<file path="config.mk">
export PLATFORM = sky130hd
export DESIGN_NAME = amo_resp_flat
export DESIGN_NICKNAME = d
export VERILOG_FILES = /design/src/rtl/amo_resp_if.sv /design/src/rtl/amo_resp.sv /design/src/flat_wrapper.sv
export SDC_FILE = /design/constraint.sdc
export NUM_CORES = 1
export LEC_CHECK = 0
export ABC_AREA = 0
export CAP_MARGIN = 10
export CELL_PAD_IN_SITES_DETAIL_PLACEMENT = 0
export CELL_PAD_IN_SITES_GLOBAL_PLACEMENT = 1
export CORE_ASPECT_RATIO = 0.6
export CORE_MARGIN = 5
export CORE_UTILIZATION = 36
export DETAILED_ROUTE_END_ITERATION = 6
export GPL_TIMING_DRIVEN = 0
export PLACE_DENSITY_LB_ADDON = 0.3
export SYNTH_ARGS = -nofsm -noshare
export SYNTH_HDL_FRONTEND = slang
export SYNTH_SLANG_ARGS = --single-unit
</file>
<file path="constraint.sdc">
create_clock -name clk -period 2.7 [get_ports clk]
set_input_delay 0.54 -clock clk [delete_from_list [all_inputs] [get_ports clk]]
set_output_delay 0.54 -clock clk [all_outputs]
set_load 0.02 [all_outputs]
</file>
<file path="src/rtl/amo_resp_if.sv">
// ============================================================================
// Module      : amo_resp_if
// Description : Memory-stage micro-op, cache and snoop bundle for amo_resp.
// Revision    : 1.0 - initial release
// ============================================================================
`default_nettype none

interface amo_resp_if;
    logic        stall;
    logic        mem_vld;
    logic [31:0] mem_ir;
    logic [63:0] mem_addr;
    logic        amo_req;
    logic        lr_req;
    logic        sc_req;
    logic        dc_done;
    logic        snoop_vld;
    logic [63:0] snoop_addr;
    logic        amo_ack;
    logic        dc_lock;
    logic        amo_busy;
    logic        amo_err;
    logic        sc_fail;

    modport master (
        output stall, mem_vld, mem_ir, mem_addr, amo_req, lr_req, sc_req,
               dc_done, snoop_vld, snoop_addr,
        input  amo_ack, dc_lock, amo_busy, amo_err, sc_fail
    );

    modport slave (
        input  stall, mem_vld, mem_ir, mem_addr, amo_req, lr_req, sc_req,
               dc_done, snoop_vld, snoop_addr,
        output amo_ack, dc_lock, amo_busy, amo_err, sc_fail
    );
endinterface

`default_nettype wire

</file>
<file path="src/rtl/amo_resp.sv">
// ============================================================================
// Module      : amo_resp
// Description : AMO load/ALU/store sequence responder with cache lock,
//               timeout abort and LR/SC reservation tracking.
// Revision    : 1.0 - initial release
// ============================================================================
`default_nettype none

module amo_resp #(
    parameter int TIMEOUT  = 64,
    parameter int RSV_GRAN = 3
) (
    input  wire logic   clk,
    input  wire logic   rst_n,
    amo_resp_if.slave   bus
);

    localparam logic [1:0] c_IDLE = 2'd0;
    localparam logic [1:0] c_LD   = 2'd1;
    localparam logic [1:0] c_NEXT = 2'd2;
    localparam logic [1:0] c_ST   = 2'd3;

    localparam logic [6:0] c_OP_LOAD  = 7'b0000011;
    localparam logic [6:0] c_OP_ALU   = 7'b0110011;
    localparam logic [6:0] c_OP_STORE = 7'b0100011;

    localparam int               c_CNT_W    = $clog2(TIMEOUT) + 1;
    localparam logic [c_CNT_W-1:0] c_TMO_LAST = c_CNT_W'(TIMEOUT - 1);

    logic [1:0]          r_state;
    logic [1:0]          w_state_nxt;
    logic                r_op_seen;
    logic                r_ack_pend;
    logic [63:0]         r_lock_addr;
    logic [c_CNT_W-1:0]  r_cnt;
    logic                r_rsv_vld;
    logic [63:RSV_GRAN]  r_rsv_addr;

    logic        w_step;
    logic        w_flush;
    logic        w_tmo;
    logic [6:0]  w_opc;
    logic        w_abort;
    logic        w_complete;
    logic        w_ack;
    logic        w_set_seen;
    logic        w_clr_seen;
    logic        w_latch_addr;
    logic        w_rsv_hit_mem;
    logic        w_snoop_hit;
    logic        w_unused;

    assign w_opc   = bus.mem_ir[6:0];
    assign w_step  = bus.mem_vld & bus.amo_req;
    assign w_flush = bus.mem_vld & ~bus.amo_req;
    assign w_tmo   = (r_cnt == c_TMO_LAST);

    always_ff @(posedge clk or negedge rst_n) begin
        if (!rst_n) begin
            r_state <= c_IDLE;
        end else begin
            r_state <= w_state_nxt;
        end
    end

    // Stall freezes every transition; only a completion (dc_done or the
    // first ALU step) is still recognised so its ack can be held.
    always_comb begin
        w_state_nxt  = r_state;
        w_abort      = 1'b0;
        w_complete   = 1'b0;
        w_set_seen   = 1'b0;
        w_clr_seen   = 1'b0;
        w_latch_addr = 1'b0;
        case (r_state)
            c_IDLE: begin
                if (w_step && !bus.stall) begin
                    if (w_opc == c_OP_LOAD) begin
                        w_state_nxt  = c_LD;
                        w_latch_addr = 1'b1;
                    end else begin
                        w_abort = 1'b1;
                    end
                end
            end
            c_LD: begin
                w_complete = bus.dc_done | r_ack_pend;
                if (!bus.stall) begin
                    if (w_flush || w_tmo) begin
                        w_abort = 1'b1;
                    end else if (w_complete) begin
                        w_state_nxt = c_NEXT;
                    end
                end
            end
            c_NEXT: begin
                w_complete = r_ack_pend | (w_step && (w_opc == c_OP_ALU) && !r_op_seen);
                if (!bus.stall) begin
                    if (w_flush || w_tmo) begin
                        w_abort = 1'b1;
                    end else if (w_complete) begin
                        w_set_seen = 1'b1;
                    end else if (w_step && (w_opc == c_OP_ALU)) begin
                        w_abort = 1'b1;
                    end else if (w_step && (w_opc == c_OP_STORE)) begin
                        if (bus.mem_addr == r_lock_addr) begin
                            w_state_nxt = c_ST;
                        end else begin
                            w_abort = 1'b1;
                        end
                    end
                end
            end
            default: begin
                w_complete = bus.dc_done | r_ack_pend;
                if (!bus.stall) begin
                    if (w_flush || w_tmo) begin
                        w_abort = 1'b1;
                    end else if (w_complete) begin
                        w_state_nxt = c_IDLE;
                        w_clr_seen  = 1'b1;
                    end
                end
            end
        endcase
        if (w_abort) begin
            w_state_nxt = c_IDLE;
            w_clr_seen  = 1'b1;
        end
    end

    assign w_ack = w_complete & ~w_abort;

    always_ff @(posedge clk or negedge rst_n) begin
        if (!rst_n) begin
            r_op_seen   <= 1'b0;
            r_ack_pend  <= 1'b0;
            r_lock_addr <= '0;
            r_cnt       <= '0;
        end else begin
            r_ack_pend <= bus.stall & w_ack;
            if (w_clr_seen) begin
                r_op_seen <= 1'b0;
            end else if (w_set_seen) begin
                r_op_seen <= 1'b1;
            end
            if (w_latch_addr) begin
                r_lock_addr <= bus.mem_addr;
            end
            if ((r_state == c_IDLE) || w_ack || w_abort) begin
                r_cnt <= '0;
            end else if (!bus.stall) begin
                r_cnt <= r_cnt + c_CNT_W'(1);
            end
        end
    end

    // Reservation: a same-cycle lr beats a snoop, an abort beats everything.
    assign w_rsv_hit_mem = r_rsv_vld & (bus.mem_addr[63:RSV_GRAN] == r_rsv_addr);
    assign w_snoop_hit   = bus.snoop_vld & r_rsv_vld & (bus.snoop_addr[63:RSV_GRAN] == r_rsv_addr);

    always_ff @(posedge clk or negedge rst_n) begin
        if (!rst_n) begin
            r_rsv_vld  <= 1'b0;
            r_rsv_addr <= '0;
        end else begin
            if (w_abort) begin
                r_rsv_vld <= 1'b0;
            end else if (bus.mem_vld && bus.lr_req && bus.dc_done) begin
                r_rsv_vld  <= 1'b1;
                r_rsv_addr <= bus.mem_addr[63:RSV_GRAN];
            end else if (w_snoop_hit || (bus.mem_vld && bus.sc_req && bus.dc_done)) begin
                r_rsv_vld <= 1'b0;
            end
        end
    end

    assign bus.amo_ack  = rst_n & w_ack;
    assign bus.amo_err  = rst_n & w_abort;
    assign bus.amo_busy = (r_state != c_IDLE);
    assign bus.dc_lock  = rst_n & ((r_state != c_IDLE) | (w_step & (w_opc == c_OP_LOAD)));
    assign bus.sc_fail  = rst_n & bus.mem_vld & bus.sc_req & ~(w_rsv_hit_mem & ~w_snoop_hit);

    assign w_unused = &{1'b0, bus.mem_ir[31:7], bus.snoop_addr[RSV_GRAN-1:0]};

endmodule

`default_nettype wire
</file>
<file path="src/flat_wrapper.sv">
// flat-port wrapper written by rule: the top's interface ports become plain ports
module amo_resp_flat 
#(
    parameter int TIMEOUT  = 64,
    parameter int RSV_GRAN = 3
)
  (clk, rst_n, bus_stall, bus_mem_vld, bus_mem_ir, bus_mem_addr, bus_amo_req, bus_lr_req, bus_sc_req, bus_dc_done, bus_snoop_vld, bus_snoop_addr, bus_amo_ack, bus_dc_lock, bus_amo_busy, bus_amo_err, bus_sc_fail);
  amo_resp_if bus_i ();
  input  wire logic clk;
  input  wire logic rst_n;
  input wire logic [$bits(bus_i.stall)-1:0] bus_stall;
  input wire logic [$bits(bus_i.mem_vld)-1:0] bus_mem_vld;
  input wire logic [$bits(bus_i.mem_ir)-1:0] bus_mem_ir;
  input wire logic [$bits(bus_i.mem_addr)-1:0] bus_mem_addr;
  input wire logic [$bits(bus_i.amo_req)-1:0] bus_amo_req;
  input wire logic [$bits(bus_i.lr_req)-1:0] bus_lr_req;
  input wire logic [$bits(bus_i.sc_req)-1:0] bus_sc_req;
  input wire logic [$bits(bus_i.dc_done)-1:0] bus_dc_done;
  input wire logic [$bits(bus_i.snoop_vld)-1:0] bus_snoop_vld;
  input wire logic [$bits(bus_i.snoop_addr)-1:0] bus_snoop_addr;
  output wire logic [$bits(bus_i.amo_ack)-1:0] bus_amo_ack;
  output wire logic [$bits(bus_i.dc_lock)-1:0] bus_dc_lock;
  output wire logic [$bits(bus_i.amo_busy)-1:0] bus_amo_busy;
  output wire logic [$bits(bus_i.amo_err)-1:0] bus_amo_err;
  output wire logic [$bits(bus_i.sc_fail)-1:0] bus_sc_fail;
  assign bus_i.stall = bus_stall;
  assign bus_i.mem_vld = bus_mem_vld;
  assign bus_i.mem_ir = bus_mem_ir;
  assign bus_i.mem_addr = bus_mem_addr;
  assign bus_i.amo_req = bus_amo_req;
  assign bus_i.lr_req = bus_lr_req;
  assign bus_i.sc_req = bus_sc_req;
  assign bus_i.dc_done = bus_dc_done;
  assign bus_i.snoop_vld = bus_snoop_vld;
  assign bus_i.snoop_addr = bus_snoop_addr;
  assign bus_amo_ack = bus_i.amo_ack;
  assign bus_dc_lock = bus_i.dc_lock;
  assign bus_amo_busy = bus_i.amo_busy;
  assign bus_amo_err = bus_i.amo_err;
  assign bus_sc_fail = bus_i.sc_fail;
  amo_resp #(.TIMEOUT(TIMEOUT), .RSV_GRAN(RSV_GRAN)) u_core (.clk(clk), .rst_n(rst_n), .bus(bus_i));
endmodule
</file>
* After elaboration in Yosys (flattened, before gate mapping)
Cells that the tools add are included.
** Word-level totals
- Register bits after elaboration :: 137
- Word-level logic and storage cells :: 122
** Operators by class
- $add $sub $neg :: 1
- Eq/ne operators :: 23
- Multiplexer cells :: 47
- Bitwise logic cells :: 22
- Reduce and logical (&&, ||, !) cells :: 22
** Operators by type and width (number)
- $eq A61 B61 Y1 :: 2
- $eq A64 B64 Y1 :: 1
- $mux W2 :: 15
- $mux W1 :: 27
- $ne A3 B2 Y1 const B :: 8
- $eq A7 B6 Y1 const B :: 3
- $and A1 B1 Y1 :: 15
- $ne A3 B1 Y1 const B :: 5
- $mux W7 :: 2
- $reduce_and A14 Y1 :: 1
- $logic_and A1 B1 Y1 :: 8
- $add A7 B1 Y7 const B :: 1
- $eq A7 B2 Y1 const B :: 1
- $pmux W2 S3 :: 1
- $logic_or A1 B1 Y1 :: 4
- $not A1 Y1 :: 4
- $pmux W1 S2 :: 2
- $reduce_bool A2 Y1 :: 2
- $reduce_bool A4 Y1 :: 1
- $or A1 B1 Y1 :: 3
- $reduce_bool A3 Y1 :: 1
- $reduce_or A3 Y1 :: 1
- $eq A2 B1 Y1 const B :: 1
- $eq A2 B2 Y1 const B :: 1
- other kinds (4) :: 5

* Logic depth before layout (Yosys ltp)
- Depth in word-level cells :: 13
- Depth in mapped cells :: 11
- Mapped depth without buffers :: 8

* Worst setup path before layout
Ideal clock, no wire load.
- Path kind :: input port to output port
- Start :: input port bus_mem_ir[6]
- End :: output port bus_amo_err
- Arrival time :: 2.222 ns
- Required time :: 2.160 ns
- Setup slack :: -0.062 ns
- Cell stages on the path :: 8
- Buffers on the path :: 2
- Cells stage by stage :: nand4bb_1 nor4b_1 o211a_1 o21ai_0 a31oi_1 clkbuf_1 clkbuf_1 and2_1
** On the way
- Word-level cells in the longest chain between the ends :: 9
** RTL lines
- start: declaration :: RTL line flat_wrapper.sv:13 : input wire logic [$bits(bus_i.mem_ir)-1:0] bus_mem_ir;
- $eq A7 B6 Y1, on equally long branches :: RTL line amo_resp.sv:105, amo_resp.sv:97, amo_resp.sv:103
- $logic_and A1 B1 Y1, on equally long branches :: RTL line amo_resp.sv:105, amo_resp.sv:97, amo_resp.sv:103
- $mux W1 or $logic_and A1 B1 Y1 (tied branches) :: RTL line amo_resp.sv:105, amo_resp.sv:97
- $mux W1 or $or A1 B1 Y1 (tied branches) :: RTL line amo_resp.sv:103, amo_resp.sv:97
- $mux W1 :: RTL line amo_resp.sv:101 : end else if (w_complete) begin
- $mux W1 :: RTL line amo_resp.sv:99 : if (w_flush || w_tmo) begin
- $mux W1 :: RTL line amo_resp.sv:98 : if (!bus.stall) begin
- $pmux W1 S2 (*) :: RTL line amo_resp.sv:75 : case (r_state)
- $and A1 B1 Y1 (*) :: RTL line amo_resp.sv:179 : assign bus.amo_err = rst_n & w_abort;
- end: declaration :: RTL line flat_wrapper.sv:24 : output wire logic [$bits(bus_i.amo_err)-1:0] bus_amo_err;
Every way passes the cells marked *; elsewhere a longest branch is shown, timed or not.

* Worst setup path after layout
- Start :: input port bus_mem_addr[55]
- End :: output port bus_amo_err
** On the way
- Word-level cells in the longest chain between the ends :: 9
** RTL lines
- start: declaration :: RTL line flat_wrapper.sv:14 : input wire logic [$bits(bus_i.mem_addr)-1:0] bus_mem_addr;
- $eq A64 B64 Y1 :: RTL line amo_resp.sv:106 : if (bus.mem_addr == r_lock_addr) begin
- $mux W1 :: RTL line amo_resp.sv:106
- $mux W1 :: RTL line amo_resp.sv:105 : end else if (w_step && (w_opc == c_OP_STORE)) begin
- $mux W1 :: RTL line amo_resp.sv:103 : end else if (w_step && (w_opc == c_OP_ALU)) begin
- $mux W1 :: RTL line amo_resp.sv:101
- $mux W1 :: RTL line amo_resp.sv:99
- $mux W1 :: RTL line amo_resp.sv:98
- $pmux W1 S2 :: RTL line amo_resp.sv:75
- $and A1 B1 Y1 :: RTL line amo_resp.sv:179
Every way passes these cells.

==> summary.txt <==
Synthesis
  – Mean instance size in the synthesized netlist: 10.7 um2
  – Synth Instances: 728
  – Post-synthesis async set-or-reset flop share: 100%
  – Most numerous cell in the Yosys netlist: sky130_fd_sc_hd__dfrtp_1
  – Leading post-synthesis cells by cell area: sky130_fd_sc_hd__dfrtp_1 44%, sky130_fd_sc_hd__xnor2_1 9.0%, sky130_fd_sc_hd__mux2_4 7.1%
  – Flop and latch count out of synthesis: 137
  – Top cell type by total area after synthesis: sky130_fd_sc_hd__dfrtp_1
  – Fraction of synthesized cell area taken by the top area cell type: 44.0%
  – Most numerous cell types in the synthesized netlist: 137 x sky130_fd_sc_hd__dfrtp_1, 80 x sky130_fd_sc_hd__xnor2_1, 77 x sky130_fd_sc_hd__o21ai_0
  – EDFF count, synth: 0
  – Number of nets in the synthesized netlist: 902
  – Post-synthesis instance area: 7790 um2
  – Library cells used by synthesis: 52
  – Number of synthesis warnings: 0
  – Part of the Yosys area used for sequential elements: 44.0%
  – Main synth FF type: sky130_fd_sc_hd__dfrtp_1

Clocking
  – Clock Sinks: 137
  – Clock tree from TritonCTS: yes
  – H-tree lvl count: 4
  – Clock-pin slew of the registers on the worst-case setup and hold paths: 0.06 ns
  – TritonCTS buffer count: 17
  – Clk_lat worst skew: 0.42 ns
  – Number of buffers added to fix hold violations after cts: 0
  – Bufs on Longest Clock Path: 2
  – Clock Root Buffer: sky130_fd_sc_hd__clkbuf_16

Timing
  – Count of endpoints failing hold in the final timing report: 0
  – Slew HR: 59.2%
  – Final period demand of the worst path: 3.40 ns
  – Final TNS setup: -17.70 ns
  – RSZ-0062 raised after global routing: yes
  – Count of final setup violators: 64
  – Setup clock skew after layout: 0.00792 ns
  – Worst Slack Setup Final: -0.699 ns
  – Number of pins with negative max-slew slack in the final report: 0
  – Transition time at the pin with the least slew margin: 0.612 ns
  – Highest clock frequency the design can meet: 0.294 GHz
  – Final period util: 126%

Global routing
  – Maximum number of pins on one net before global-route repair: 85
  – Wire length of the first global-routing pass: 41.8 mm
  – Number of global-route vias before repair: 6,644
  – Overall overflow remaining after global route: 0
  – Antenna violations before repair: 0
  – Overall routing resource usage: 23.3%

Critical path
  – Worst reg2reg path depth: 10
  – Cell with the largest stage delay on the worst path: sky130_fd_sc_hd__nor4_4
  – Peak per-stage delay on the critical path: 0.40 ns
  – Kind of critical path: input port to output port
  – Data arrival time at the worst-slack endpoint: 2.86 ns
  – Highest net fanout along the worst path: 4
  – Top Family by Delay on Critical Path: simple AND/OR/NAND/NOR gates
  – CP Launch Type: input port
  – Series of cell instances along the critical path: dlygate4sd2_1 -> xor2_1 -> nor4_2 -> nand4_1 -> nor4_4 -> a31oi_2 -> buf_4 -> clkbuf_16 -> and2_4 -> buf_6
  – Worst setup EP type: output port
  – Number of logic stages on the critical path including buffering: 10
  – Data required time at the worst endpoint: 2.16 ns
  – Crit path buffers/inverters: 4

Layout
  – Multi-input gate area: 4370 um2
  – Area grow syn2layout: 39.5%
  – Share of post-route cells with drive strength above 1: 23.9%
  – Final-layout fill cell count: 1,931
  – Number of nets in the layout: 1,083
  – Sequential standard cell area: 3430 um2

Floorplanning
  – Starting utilization of the core area: 36.9%
  – Number of placement rows: 41
  – Width of the chip: 200 um
  – Core footprint: 21,100 um2
  – Overall die area: 24,800 um2
  – Height of the die: 124 um
  – Number of top-level design ports: 174

Status
  – Failing checks: negative setup slack
  – Status: complete, but fails checks

Drt
  – DRC violation total after the first TritonRoute iteration: 463
  – DRC violations left: 0
  – Mean routed wirelength per cell: 23.6 um
  – Post-route ant nets: 0
  – Post-DR vias/cell: 5.39
  – Drt pass-1 iters: 7
  – Routed vias: 6,483
  – Total length of routed wires: 28.3 mm

Flow run
  – Max-capacitance violation count: 0

Min path
  – Kind of path behind the tightest hold check: input port to asynchronous set/reset pin

Power and ir drop
  – IR drop worst, VDD: 0.481 mV
  – Total power consumption of the routed design: 8.81 mW
  – Power per cell area: 811 nW/um2
  – Static leakage: 4.99 nW

Placement
  – Final HPWL DP: 21.4 mm
  – Quantity of I/O buffers inserted on ports: 144
  – RD Place Congestion: 0.933
logic make-up (layout without fill, tap and decap cells):
group	Yosys count	in the layout	synth area share [%]
adders and majority gates	5	5	0.803
AOI/OAI and AO/OA	147	147	11.9
xor gates and xnor gates	135	135	15.2
DFF	137	137	44.0
buffers and inverters	81	275	4.72
and+or+nand+nor	143	143	10.2
muxes	80	80	13.3
other	0	1	0
layout by cell type (no fill, tap or decap), drive strengths merged, types with 5 or more instances in the layout:
cell,n
clkbuf,39
inv,59
nand2,29
nor3,5
nand4,26
o21ai,77
dfrtp,137
xor2,55
nor2b,12
clkdlybuf4s50,63
buf,31
ha,5
o22ai,19
mux2,78
nor2,20
dlygate4sd2,71
a21oi,6
o2bb2ai,5
xnor2,80
a22o,10
nor4,26
nand3,7
report_power, final:
group	switching, mW	internal [mW]	leakage, nW
logic	1.40	1.61	2.90
clock network	0.935	1.60	0.297
registers	0.708	2.56	1.78
metal layers:
metal | routed length (um) | share of wire [%] | global-route usage (%) | vias up
met2 | 10600 | 38 | 30.1 | 269
met3 | 3140 | 11 | 8.68 | 17
met1 | 14300 | 51 | 36.8 | 3233
li1 | - | - | - | 2964
met5 | 0 | 0 | 0 | -
met4 | 215 | 0.76 | 3.99 | 0
metrics by stage:
stage                     instance area (um2)  std cells  util (%)  hold WS (ns)  setup WS, ns
after detailed placement                 9620       1152      45.5         0.480         -1.88
after CTS                               10800       1204      51.3         0.106        -0.581
after global routing                    10900       1201      51.4         0.130        -0.745
final                                   10900       1202      51.4        0.0855        -0.699
after floorplan                          7800        728         -         0.244       0.00125
after global placement                   9590       1151      45.4         0.466         -4.89
state kept, by name, indices dropped and copies added (netlist names):
| name | count |
|---|---|
| u_core.r_ack_pend | 1 |
| u_core.r_cnt | 7 |
| u_core.r_lock_addr | 64 |
| u_core.r_op_seen | 1 |
| u_core.r_rsv_addr | 61 |
| u_core.r_rsv_vld | 1 |
| u_core.r_state | 2 |
layout make-up:
cell class,count,area share (%)
Clock inverter,10,1.52
Multi-Input combinational cell,510,40.2
Tap cell,279,3.21
Inverter,57,1.97
Sequential cell,137,31.6
Timing Repair Buffer,163,14.9
Clock buffer,22,4.27
Antenna cell,1,0.0230
Buffer,23,2.29
worst register-to-register path, delay by kind of cell, from the launching register on:
| kind | cells | cell delay, ns |
|---|---|---|
| AOI/OAI and AO/OA | 1 | 0.14 |
| buffers and inverters | 3 | 0.46 |
| and+or+nand+nor | 4 | 1.43 |
| muxes | 1 | 0.31 |
| xor gates and xnor gates | 1 | 0.18 |
| DFF | 1 | 0.39 |
repair_timing:
item / CTS / global route
gates cloned: 6 / 0
pin swaps: 38 / 15
gates resized for setup: 218 / 25
setup buffers: 14 / 0
hold endpoints to repair: 0 / 0
endpoints found under the setup margin: 129 / 105
worst paths after layout:
path                            slack (ns)               endpoint             startpoint
worst min-delay path                  0.09  u_core.r_lock_addr[3]                  rst_n
worst max register to register       -0.32  u_core.r_rsv_addr[51]  u_core.r_lock_addr[3]
min in group clk                      0.49   u_core.r_rsv_addr[3]        bus_mem_addr[3]
max in group asynchronous             1.76  u_core.r_rsv_addr[37]                  rst_n
worst min register to register        0.49  u_core.r_lock_addr[0]  u_core.r_lock_addr[0]
worst max-delay path                 -0.70            bus_amo_err       bus_mem_addr[55]
Note: power is estimated with default switching activity, not from simulation.
